File: config.mk
export PLATFORM = sky130hd
export DESIGN_NAME = load_store_unit_flat
export DESIGN_NICKNAME = d
export VERILOG_FILES = /design/src/rtl/load_store_unit_if.sv /design/src/rtl/load_store_unit.sv /design/src/flat_wrapper.sv
export SDC_FILE = /design/constraint.sdc
export NUM_CORES = 1
export LEC_CHECK = 0
export CAP_MARGIN = 20
export CORE_MARGIN = 3
export CORE_UTILIZATION = 51
export DETAILED_ROUTE_END_ITERATION = 8
export PLACE_DENSITY = 0.94
export SLEW_MARGIN = 10
export SYNTH_ARGS = -nofsm -noshare
export SYNTH_HDL_FRONTEND = slang
export SYNTH_SLANG_ARGS = --single-unit
File: constraint.sdc
create_clock -name clk -period 6.8 [get_ports clk]
set_input_delay 0.68 -clock clk [delete_from_list [all_inputs] [get_ports clk]]
set_output_delay 0.68 -clock clk [all_outputs]
set_load 0.01 [all_outputs]
File: src/rtl/load_store_unit_if.sv
// CPU-side request/response bundle of the load/store unit.
// The master drives requests; the slave (the LSU) drives ready and the completion.
interface load_store_unit_if #(parameter int ADDR_W = 15);
  logic              req_valid;
  logic              req_ready;
  logic              req_write;
  logic [1:0]        req_size;
  logic              req_unsigned;
  logic [ADDR_W+1:0] req_addr;
  logic [31:0]       req_wdata;
  logic              resp_valid;
  logic              resp_err;
  logic [31:0]       load_data;

  modport master (
    output req_valid, req_write, req_size, req_unsigned, req_addr, req_wdata,
    input  req_ready, resp_valid, resp_err, load_data
  );

  modport slave (
    input  req_valid, req_write, req_size, req_unsigned, req_addr, req_wdata,
    output req_ready, resp_valid, resp_err, load_data
  );
endinterface

File: src/rtl/load_store_unit.sv
// Byte/halfword/word load-store unit in front of a word-wide DataMemory with a
// combinational read port; sub-word stores use read-modify-write.
module load_store_unit #(
  parameter int ADDR_W = 15
) (
  input  logic                clk,
  input  logic                reset,
  load_store_unit_if.slave    cpu,
  output logic [ADDR_W-1:0]   data_address,
  output logic                write_en,
  output logic [31:0]         write_data,
  input  logic [31:0]         read_data
);

  typedef enum logic [2:0] {IDLE, LOAD, STORE_RD, STORE_WR, DONE} state_t;

  state_t      state;
  logic [1:0]  size_q;
  logic        uns_q;
  logic [1:0]  off_q;
  logic [31:0] wdata_q;
  logic        write_en_q;
  logic        req_err;
  logic        accept;

  assign cpu.req_ready = (state == IDLE);
  assign accept        = cpu.req_valid && (state == IDLE);

  assign req_err = (cpu.req_size == 2'b11) ||
                   (cpu.req_size == 2'b01 && cpu.req_addr[0]) ||
                   (cpu.req_size == 2'b10 && cpu.req_addr[1:0] != 2'b00);

  // Memory writes on the same edge reset is sampled, so a store caught in
  // STORE_WR must be killed combinationally to keep it from landing.
  assign write_en = write_en_q & ~reset;

  function automatic logic [31:0] extract(logic [31:0] w, logic [1:0] sz,
                                          logic [1:0] off, logic uns);
    logic [31:0] sh;
    sh = w >> {off, 3'b000};
    if (sz == 2'b00) return {{24{~uns & sh[7]}}, sh[7:0]};
    if (sz == 2'b01) return {{16{~uns & sh[15]}}, sh[15:0]};
    return w;
  endfunction

  function automatic logic [31:0] merge(logic [31:0] w, logic [31:0] d,
                                        logic [1:0] sz, logic [1:0] off);
    logic [31:0] m;
    m = w;
    if (sz == 2'b00) m[{off, 3'b000} +: 8]         = d[7:0];
    else             m[{off[1], 4'b0000} +: 16]    = d[15:0];
    return m;
  endfunction

  always_ff @(posedge clk) begin
    if (reset) begin
      state          <= IDLE;
      size_q         <= 2'b00;
      uns_q          <= 1'b0;
      off_q          <= 2'b00;
      wdata_q        <= '0;
      write_en_q     <= 1'b0;
      write_data     <= '0;
      data_address   <= '0;
      cpu.resp_valid <= 1'b0;
      cpu.resp_err   <= 1'b0;
      cpu.load_data  <= '0;
    end else begin
      write_en_q     <= 1'b0;
      cpu.resp_valid <= 1'b0;
      case (state)
        IDLE: if (accept) begin
          size_q       <= cpu.req_size;
          uns_q        <= cpu.req_unsigned;
          off_q        <= cpu.req_addr[1:0];
          wdata_q      <= cpu.req_wdata;
          data_address <= cpu.req_addr[ADDR_W+1:2];
          cpu.resp_err <= req_err;
          if (req_err) begin
            state          <= DONE;
            cpu.resp_valid <= 1'b1;
            cpu.load_data  <= '0;
          end else if (!cpu.req_write) begin
            state <= LOAD;
          end else if (cpu.req_size == 2'b10) begin
            state      <= STORE_WR;
            write_en_q <= 1'b1;
            write_data <= cpu.req_wdata;
          end else begin
            state <= STORE_RD;
          end
        end
        LOAD: begin
          cpu.load_data  <= extract(read_data, size_q, off_q, uns_q);
          cpu.resp_valid <= 1'b1;
          state          <= DONE;
        end
        STORE_RD: begin
          write_data <= merge(read_data, wdata_q, size_q, off_q);
          write_en_q <= 1'b1;
          state      <= STORE_WR;
        end
        STORE_WR: begin
          cpu.resp_valid <= 1'b1;
          state          <= DONE;
        end
        DONE: begin
          cpu.resp_err <= 1'b0;
          state        <= IDLE;
        end
        default: state <= IDLE;
      endcase
    end
  end

endmodule

File: src/flat_wrapper.sv
// flat-port wrapper written by rule: the top's interface ports become plain ports
module load_store_unit_flat 
#(
  parameter int ADDR_W = 15
)
  (clk, reset, data_address, write_en, write_data, read_data, cpu_req_valid, cpu_req_write, cpu_req_size, cpu_req_unsigned, cpu_req_addr, cpu_req_wdata, cpu_req_ready, cpu_resp_valid, cpu_resp_err, cpu_load_data);
  load_store_unit_if #(.ADDR_W(ADDR_W)) cpu_i ();
  input  logic clk;
  input  logic reset;
  output logic [ADDR_W-1:0] data_address;
  output logic write_en;
  output logic [31:0] write_data;
  input  logic [31:0] read_data;
  input wire logic [$bits(cpu_i.req_valid)-1:0] cpu_req_valid;
  input wire logic [$bits(cpu_i.req_write)-1:0] cpu_req_write;
  input wire logic [$bits(cpu_i.req_size)-1:0] cpu_req_size;
  input wire logic [$bits(cpu_i.req_unsigned)-1:0] cpu_req_unsigned;
  input wire logic [$bits(cpu_i.req_addr)-1:0] cpu_req_addr;
  input wire logic [$bits(cpu_i.req_wdata)-1:0] cpu_req_wdata;
  output wire logic [$bits(cpu_i.req_ready)-1:0] cpu_req_ready;
  output wire logic [$bits(cpu_i.resp_valid)-1:0] cpu_resp_valid;
  output wire logic [$bits(cpu_i.resp_err)-1:0] cpu_resp_err;
  output wire logic [$bits(cpu_i.load_data)-1:0] cpu_load_data;
  assign cpu_i.req_valid = cpu_req_valid;
  assign cpu_i.req_write = cpu_req_write;
  assign cpu_i.req_size = cpu_req_size;
  assign cpu_i.req_unsigned = cpu_req_unsigned;
  assign cpu_i.req_addr = cpu_req_addr;
  assign cpu_i.req_wdata = cpu_req_wdata;
  assign cpu_req_ready = cpu_i.req_ready;
  assign cpu_resp_valid = cpu_i.resp_valid;
  assign cpu_resp_err = cpu_i.resp_err;
  assign cpu_load_data = cpu_i.load_data;
  load_store_unit #(.ADDR_W(ADDR_W)) u_core (.clk(clk), .reset(reset), .cpu(cpu_i), .data_address(data_address), .write_en(write_en), .write_data(write_data), .read_data(read_data));
endmodule
==> impl_metrics.toml <==
[placement]
place_congestion = 0.929
io_buffers = 170
dp.cells = 888
dp_slack_ns = 2.85
dp_hpwl_mm = 13.9
dpl_cell_area_mm2 = 0.00707

[power]
vdd_ir_drop_max_v = 0.000114
p_leak_nw = 2.55
fin_total_pwr_mw = 1.42
power_density_mw_per_mm2 = 194

[min_path]
hold_class = "flip-flop to flip-flop"

[layout]
final_cell_mix = "169 x clkdlybuf4s50_1, 106 x dfxtp_1, 82 x nand2_1, 69 x a21oi_1, 28 x inv_1"
fin_util_pct = 72.8
n_antenna_cell = 0
final_common_cell = "clkdlybuf4s50_1"
final_area_mm2 = 0.00731
final_net_count = 862
drive_gt1_share_pct = 5.94
synthToLayoutAreaGrowth_pct = 35.1
fin_cells = 907

[sta]
setup-violations-final = 0
hold_viol_final = 0
whs_ns = 0.460
slew_headroom_pct = 39.9
min_period_ns = 3.18
drv_slew = 0
postLayoutSetupSlackWorst_ns = 3.62
rsz0062_at_grt = "false"
fmax_mhz = 314
finalClockSkew_ns = 0.0108
finalCritPeriodShare_pct = 46.8
setup_tns_ns = 0
worstMarginPinSlew_ns = 0.899

[cts]
cts_tree = "built"
cts_buffers = 9
cts_root_buf = "clkbuf_8"
cts_hold_buf = 0
numClockSinks = 106
clk_pin_slew_ns = 0.10
cts_max_level = 3
postCtsSetupBuffers = 0
cts_resized = 0
clock_path_buffers = 2
clk_latency_ns = 0.37

[yosys]
seq_area_frac_synth_pct = 39.2
synth_cell_types = 58
synth.avg_cell_area_um2 = 8.46
synth_warnings = 0
synth_edf_count = 0
syn_nets = 733
synth_flop_cell = "dfxtp_1"
synthCells = 640
ys_ff_latch = 106
async_reset_ff_share_pct = 0
syn-cell-area_mm2 = 0.00541

[setup_path]
cp_data_required_time_ns = 7.03
max_stage_delay_ns = 0.80
critPathArrivalTime_ns = 3.42
crit_chain = "clkdlybuf4s50_1 > or4b_1 > buf_16 > or3_1 > buf_8 > a32oi_1 > a21oi_1"
path_class = "input pin to flip-flop"
start_kind = "input pin"
cp-end-kind = "flip-flop"
cpMaxStageDelayCell = "or4b_1"
crit_path_max_fanout = 26

[global_routing]
grt_remaining_overflow = 0
grt_pass1_wl_mm = 29.1
grt_pass1_vias = 5396
antenna_found_initial = 0
track_usage_pct = 31.4
grt_max_degree = 58

[run]
cap_violations = 0

[status]
status = "finished, final reports clean"

[floorplan]
pin_count = 171
placementRows = 36
core_mm2 = 0.0100
die_h_um = 109
fp.dieW_um = 109
dieArea_mm2 = 0.0119
start_util_pct = 53.9

[route]
drt_iter0_drc = 516
vias_per_cell = 6.38
remaining_drc_errors = 0
vias = 5786
first_pass_iters = 5
postRouteAntennaNets = 0
drt-total-wl_mm = 19.0
avgRoutedWirePerCell_um = 20.9
-- worst max-delay path: cells and delay by family --
| family | cells | cell delay [ns] |
|---|---|---|
| AO/OA/AOI/OAI | 2 | 0.32 |
| buffers and inverters | 3 | 1.12 |
| AND/OR/NAND/NOR | 2 | 1.29 |
-- path summary, 6_finish.rpt --
kind / from / end / slack (ns) / cells after the start
setup / recovery: cpu_req_valid / u_core.cpu.load_data[25]$_SDFFE_PP0P_ / 3.62 / 7
hold / removal: u_core.data_address[12]$_SDFFE_PP0P_ / u_core.data_address[12]$_SDFFE_PP0P_ / 0.46 / 2
setup reg to reg: u_core.off_q[1]$_SDFFE_PP0P_ / u_core.write_data[25]$_SDFFE_PP0P_ / 3.65 / 7
hold reg to reg: u_core.data_address[12]$_SDFFE_PP0P_ / u_core.data_address[12]$_SDFFE_PP0P_ / 0.46 / 2
-- Yosys cell counts (3+ instances only) --
library cell | count | area, um2
a221oi_1 | 26 | 228
a41oi_2 | 3 | 48.8
buf_2 | 8 | 40.0
nand3_1 | 18 | 90.1
o22ai_1 | 4 | 25.0
a21o_1 | 8 | 60.1
a32oi_1 | 16 | 140
nor2_1 | 27 | 101
inv_1 | 28 | 105
o21ai_0 | 7 | 35.0
a21oi_1 | 69 | 345
and2_1 | 14 | 87.6
nand2b_1 | 11 | 68.8
o221ai_1 | 7 | 61.3
nor2b_1 | 8 | 50.1
o211ai_1 | 4 | 30.0
a22oi_1 | 3 | 22.5
dfxtp_1 | 106 | 2120
o221a_2 | 7 | 78.8
nor3_1 | 5 | 25.0
and3_1 | 4 | 25.0
o2bb2ai_1 | 4 | 35.0
a31oi_1 | 3 | 18.8
o21ai_1 | 4 | 20.0
a211oi_1 | 9 | 67.6
nand2_1 | 82 | 308
nand4_1 | 6 | 37.5
buf_1 | 8 | 30.0
clkbuf_1 | 41 | 154
ha_1 | 5 | 62.6
o2111a_1 | 4 | 45.0
a2bb2oi_1 | 7 | 61.3
mux2i_1 | 23 | 230
a2111oi_0 | 26 | 228
a311oi_1 | 7 | 61.3
-- area by class of cell --
type / instances / area (um2)
fill: 763 / 2730
sequential: 106 / 2120
tap: 133 / 166
multi-input combinational: 446 / 2940
inverter: 28 / 105
clock buffer: 10 / 128
clock inverter: 6 / 65.1
timing repair buffer: 178 / 1780
-- layer usage --
| metal | part of all wire (%) | global-route usage, % | up-vias |
|---|---|---|---|
| li1 | - | - | 2658 |
| met1 | 39 | 41.3 | 2721 |
| met2 | 48 | 51.7 | 360 |
| met3 | 9.9 | 6.28 | 47 |
| met4 | 2.6 | 10.3 | 0 |
| met5 | 0 | 0 | - |
-- registers in the layout, indices dropped and copies added, names as in the netlist, 2 cells and up --
register / flops
u_core.cpu.load_data: 32
u_core.write_data: 32
u_core.wdata_q: 16
u_core.data_address: 15
u_core.state: 3
u_core.off_q: 2
u_core.size_q: 2
-- kinds of logic after synthesis --
| logic type | after synthesis | synth area share [%] |
|---|---|---|
| buffers and inverters | 88 | 6.59 |
| AND/OR/NAND/NOR | 192 | 17.4 |
| multiplexers | 25 | 4.88 |
| flip-flops | 106 | 39.2 |
| AO/OA/AOI/OAI | 224 | 30.8 |
| adder cells (fa/ha/maj) | 5 | 1.16 |
-- report_power, final --
group	total (mW)	switching (mW)	internal, mW	leakage [nW]
Clock	0.391	0.220	0.171	0.0966
Sequential	0.694	0.0360	0.658	0.864
Combinational	0.336	0.177	0.158	1.59
No activity file was read; power rests on OpenSTA's default activity.
